===== src/rtl/ysyx_22040750_ifu.sv =====
// Instruction fetch unit: one outstanding imem request, IF/ID register, flush with drain of stale responses.
// Optional misaligned-PC trap fetch is enabled by defining YSYX_22040750_IFU_MISALIGN_EN.
module ysyx_22040750_ifu #(
  parameter logic [31:0] RESET_PC = 32'h8000_0000
) (
  input  logic        I_clk,
  input  logic        I_rst,
  input  logic        I_pc_valid,
  output logic        O_pc_ready,
  input  logic [31:0] I_dnpc,
  input  logic        I_flush,
  input  logic [31:0] I_flush_pc,
  output logic        O_imem_req_valid,
  output logic [31:0] O_imem_addr,
  input  logic        I_imem_req_ready,
  input  logic        I_imem_rsp_valid,
  input  logic [31:0] I_imem_rsp_data,
  output logic        O_IF_ID_valid,
  output logic [31:0] O_IF_ID_pc,
  output logic [31:0] O_IF_ID_snpc,
  output logic [31:0] O_IF_ID_inst,
  output logic        O_IF_ID_misalign,
  input  logic        I_IF_ID_ready
);

  localparam int unsigned XLEN = 32;
  localparam logic [XLEN-1:0] NOP_INST = 32'h0000_0013;
`ifdef YSYX_22040750_IFU_MISALIGN_EN
  localparam bit MIS_EN = 1'b1;
`else
  localparam bit MIS_EN = 1'b0;
`endif

  typedef enum logic [2:0] {S_REQ, S_WAIT, S_OUT, S_NPC, S_DRAIN} state_t;

  state_t          state, state_nxt;
  logic [XLEN-1:0] pc, pc_nxt;
  logic            misaligned, misaligned_nxt;
  logic            load, clr_valid, load_mis, drain;
  logic [XLEN-1:0] load_inst;

  assign misaligned     = MIS_EN && (pc[1:0] != 2'b00);
  assign misaligned_nxt = MIS_EN && (pc_nxt[1:0] != 2'b00);
  assign O_imem_addr    = pc;

  // A flush must wait out any request the memory still owes us
  assign drain = ((state == S_WAIT || state == S_DRAIN) && !I_imem_rsp_valid) ||
                 (state == S_REQ && !misaligned && I_imem_req_ready);

  always_comb begin
    state_nxt = state;
    pc_nxt    = pc;
    load      = 1'b0;
    load_inst = I_imem_rsp_data;
    load_mis  = 1'b0;
    clr_valid = 1'b0;
    case (state)
      S_REQ: begin
        if (misaligned) begin
          load      = 1'b1;
          load_inst = NOP_INST;
          load_mis  = 1'b1;
          state_nxt = S_OUT;
        end else if (I_imem_req_ready) begin
          state_nxt = S_WAIT;
        end
      end
      S_WAIT: begin
        if (I_imem_rsp_valid) begin
          load      = 1'b1;
          state_nxt = S_OUT;
        end
      end
      S_OUT: begin
        if (I_IF_ID_ready) begin
          clr_valid = 1'b1;
          state_nxt = S_NPC;
        end
      end
      S_NPC: begin
        if (I_pc_valid) begin
          pc_nxt    = I_dnpc;
          state_nxt = S_REQ;
        end
      end
      S_DRAIN: begin
        if (I_imem_rsp_valid) state_nxt = S_REQ;
      end
      default: state_nxt = S_REQ;
    endcase
    if (I_flush) begin
      pc_nxt    = I_flush_pc;
      load      = 1'b0;
      load_mis  = 1'b0;
      clr_valid = 1'b1;
      state_nxt = drain ? S_DRAIN : S_REQ;
    end
  end

  always_ff @(posedge I_clk) begin
    if (I_rst) begin
      state            <= S_REQ;
      pc               <= RESET_PC;
      O_imem_req_valid <= !(MIS_EN && (RESET_PC[1:0] != 2'b00));
      O_pc_ready       <= 1'b0;
      O_IF_ID_valid    <= 1'b0;
      O_IF_ID_pc       <= '0;
      O_IF_ID_snpc     <= '0;
      O_IF_ID_inst     <= '0;
      O_IF_ID_misalign <= 1'b0;
    end else begin
      state            <= state_nxt;
      pc               <= pc_nxt;
      O_imem_req_valid <= (state_nxt == S_REQ) && !misaligned_nxt;
      O_pc_ready       <= (state_nxt == S_NPC);
      if (load) begin
        O_IF_ID_valid    <= 1'b1;
        O_IF_ID_pc       <= pc;
        O_IF_ID_snpc     <= pc + XLEN'(4);
        O_IF_ID_inst     <= load_inst;
        O_IF_ID_misalign <= load_mis;
      end else if (clr_valid) begin
        O_IF_ID_valid <= 1'b0;
      end
    end
  end

endmodule


===== config.mk =====
export PLATFORM = sky130hd
export DESIGN_NAME = ysyx_22040750_ifu
export DESIGN_NICKNAME = d
export VERILOG_FILES = /design/src/rtl/ysyx_22040750_ifu.sv
export SDC_FILE = /design/constraint.sdc
export NUM_CORES = 1
export LEC_CHECK = 0
export BUFFER_PORTS_ARGS = -buffer_cell sky130_fd_sc_hd__buf_2
export CORE_ASPECT_RATIO = 0.7
export CORE_MARGIN = 2
export CORE_UTILIZATION = 48
export CTS_CLUSTER_SIZE = 40
export DETAILED_ROUTE_END_ITERATION = 10
export PLACE_DENSITY_LB_ADDON = 0.08
export SLEW_MARGIN = 10
export SYNTH_ARGS = -nofsm -noshare
export SYNTH_HDL_FRONTEND = slang
export SYNTH_SLANG_ARGS = --single-unit
export TNS_END_PERCENT = 20

===== constraint.sdc =====
create_clock -name I_clk -period 2.62 [get_ports I_clk]
set_clock_uncertainty 0.1 [all_clocks]
set_input_delay 0.262 -clock I_clk [delete_from_list [all_inputs] [get_ports I_clk]]
set_output_delay 0.262 -clock I_clk [all_outputs]
set_load 0.02 [all_outputs]

==> impl_metrics.env <==
export IMPL_synth_top_family_by_area="simple AND/OR/NAND/NOR gates"
export IMPL_cts_setup_buffers=0
export IMPL_rows=32
export IMPL_peakVddDrop_v=0.000449
export IMPL_synthFlopType="dfxtp_1"
export IMPL_cpPeakStageDelay_ps=610
export IMPL_synthCells=658
export IMPL_die_h_um=93.7
export IMPL_numPortBuffers=233
export IMPL_clock_latency_ps=410
export IMPL_wire_per_inst_um=15.8
export IMPL_antenna_found_initial=0
export IMPL_cts_sinks=132
export IMPL_hold_violations=0
export IMPL_whs_path_depth=3
export IMPL_slew_violations=0
export IMPL_syn_avg_cell_area_um2=8.38
export IMPL_post_route_min_period_ps=2380
export IMPL_ys_top_cells_by_count="140 x nand2_1, 132 x dfxtp_1, 68 x a21oi_1"
export IMPL_end_kind="register"
export IMPL_yosysWarnings=0
export IMPL_cp_start_kind="register"
export IMPL_viasPerCell=5.34
export IMPL_crit_type="register to register"
export IMPL_wl_um=16800
export IMPL_synthDominantCellAreaShare_pct=47.9
export IMPL_initial_core_util_pct=49.7
export IMPL_synth_area_leader_cell="dfxtp_1"
export IMPL_synthXorXnorAreaFrac_pct=1.75
export IMPL_max_slew_margin_pct=49.0
export IMPL_nNetsFinal=998
export IMPL_yosysUniqueCellTypes=44
export IMPL_whs_ps=6.22
export IMPL_core_area_um2=11100
export IMPL_grt_pass1_vias=5276
export IMPL_tightest_slew_ps=765
export IMPL_cts_made_buffers=17
export IMPL_reg2reg_slack_ps=240
export IMPL_reg2reg_depth=4
export IMPL_maxCapViolCount=0
export IMPL_cp_arrival_ps=2590
export IMPL_gp_congestion=0.910
export IMPL_synth_most_common_cell="nand2_1"
export IMPL_synthAdderAreaFrac_pct=0.227
export IMPL_design_area_um2=7700
export IMPL_path_delay_family="simple AND/OR/NAND/NOR gates"
export IMPL_die_w_um=132
export IMPL_status="finished, final reports clean"
export IMPL_ant_nets=0
export IMPL_synth_compound_area_share_pct=17.0
export IMPL_ys_ff_latch=132
export IMPL_cts_tree="yes"
export IMPL_leakage_nw=3.36
export IMPL_finalSetupViolations=0
export IMPL_synth_edf_count=0
export IMPL_drtPass1Iterations=5
export IMPL_root_buffer="clkbuf_16"
export IMPL_fmax_ghz=0.420
export IMPL_clk_path_buf_depth=2
export IMPL_async_flop_share_pct=0
export IMPL_synthSimpleGateAreaFrac_pct=21.6
export IMPL_cp_cell_sequence="and4_1 -> nand4_1 -> or4_1 -> a311oi_1"
export IMPL_grt_overflow_total=0
export IMPL_place_hpwl_um=11800
export IMPL_drt_iter0_drc=358
export IMPL_remaining_drc_errors=0
export IMPL_drive_gt1_share_pct=32.3
export IMPL_holdBufCountCts=26
export IMPL_p_per_area_nw_per_um2=674
export IMPL_min_path_type="input pin to register"
export IMPL_timing_rr_end="O_IF_ID_snpc[30]"
export IMPL_rsz0062_at_grt="false"
export IMPL_cp_num_buf_inv=0
export IMPL_min_from="I_imem_rsp_data[15]"
export IMPL_grt_pass1_wl_um=26600
export IMPL_fin_tns_setup_ps=0
export IMPL_hold_path_end="O_IF_ID_inst[15]"
export IMPL_synth_area_um2=5520
export IMPL_crit_required_ps=2830
export IMPL_area_growth_synth_to_final_pct=39.6
export IMPL_gr_usage_all_layers_pct=27.2
export IMPL_grt_max_degree=74
export IMPL_clkTransAtPathRegs_ps=60
export IMPL_period_share_pct=90.8
export IMPL_placed_cell_area_um2=6800
export IMPL_reg2reg_from="O_imem_addr[6]"
export IMPL_die_area_um2=12400
export IMPL_synth_mux_area_share_pct=6.60
export IMPL_syn_nets=762
export IMPL_ys_seq_area_share_pct=47.9
export IMPL_cp_slowest_cell="or4_1"
export IMPL_io_pins=235
export IMPL_postCtsResizedCells=0
export IMPL_cts_htree_levels=4
export IMPL_ys_top_cells_by_area="dfxtp_1 48%, nand2_1 9.5%, a21oi_1 6.2%, a211oi_1 6.0%, mux2i_1 6.0%"
export IMPL_path_max_fanout=13
export IMPL_vias=5663
export IMPL_antennaDiodeCount=0
==> cell type report <==
| cell class | instances | area, um^2 |
|---|---|---|
| inverter | 8 | 30.0 |
| multi-input combinational | 459 | 2610 |
| tap | 153 | 191 |
| sequential | 132 | 2640 |
| clock inverter | 12 | 176 |
| fill | 927 | 3390 |
| timing repair buffer | 276 | 1580 |
| clock buffer | 20 | 467 |
==> cell usage in the layout (no fill, tap or decap), types with 2 or more instances in the layout <==
master and instances:
and3_1 5, clkbuf_16 17, mux2i_1 33, dlygate4sd3_1 26, and4_1 4, or4_2 2
xor2_1 8, a31oi_1 2, nor3_1 5, or4_1 11, nand2_1 139, clkinvlp_4 2
a21oi_1 68, dfxtp_1 132, clkinv_4 2, nor4_1 3, clkinv_2 3, o31ai_1 12
nand4_1 10, nand2b_1 2, o21bai_1 3, nor2_1 60, bufinv_16 4, or3_1 5
buf_2 232, a211oi_1 44, buf_12 2, a311oi_1 12, inv_1 7, o21ai_0 2
clkbuf_8 3, buf_4 16, nand3_1 10, xnor2_1 3
==> worst register-to-register path: stages (launching register included) <==
cell and delay (ps):
dfxtp_1 440, and4_1 410, nand4_1 440, or4_1 610, a311oi_1 280
==> worst max-delay path by stage <==
stage                     cells past startpoint       startpoint  slack, ps          endpoint
after global placement                        4   O_imem_addr[6]        420  O_IF_ID_snpc[30]
after global routing                          4   O_imem_addr[6]         30  O_IF_ID_snpc[30]
after detailed placement                      4   O_imem_addr[6]        300  O_IF_ID_snpc[26]
after floorplan                               6  O_imem_addr[14]        470  O_IF_ID_snpc[29]
final                                         4   O_imem_addr[6]        240  O_IF_ID_snpc[30]
after CTS                                     4   O_imem_addr[6]        250  O_IF_ID_snpc[30]
==> where the power goes <==
part | leakage, nW | switching [mW] | internal [mW]
clock network | 0.312 | 0.868 | 1.67
logic | 1.98 | 0.290 | 0.217
registers | 1.07 | 0.0755 | 2.07
==> metal layers <==
metal  up-vias  GRT usage (%)  routed length (um)
met4         0           9.33                 278
met3        24           6.47                1350
met2       253           44.4                7730
li1       2793              -                   -
met5         -              0                   0
met1      2593           35.6                7400
==> registers in the layout (all words and copies together) (netlist names) <==
| register | flops |
|---|---|
| O_imem_addr | 32 |
| O_imem_req_valid | 1 |
| O_pc_ready | 1 |
| O_IF_ID_pc | 32 |
| state | 3 |
| O_IF_ID_valid | 1 |
| O_IF_ID_inst | 32 |
| O_IF_ID_snpc | 30 |
==> metrics by stage <==
step | instances | power (mW) | util (%) | setup WS [ps]
4_1_cts | 1060 | 5.21 | 69.4 | 249
2_1_floorplan | 658 | 2.44 | - | 472
6_report | 1060 | 5.19 | 69.4 | 240
5_1_grt | 1060 | 5.38 | 69.4 | 29.1
3_5_place_dp | 1002 | 2.66 | 61.3 | 298
3_3_place_gp | 1002 | 2.64 | 61.3 | 416
==> logic make-up after synthesis <==
family | after synthesis
AO/OA/AOI/OAI | 146
XOR/XNOR | 11
adder cells (fa/ha/maj) | 1
buffers and inverters | 67
flip-flops | 132
multiplexers | 35
other | 1
AND/OR/NAND/NOR | 265
(Power assumes the default switching activity.)
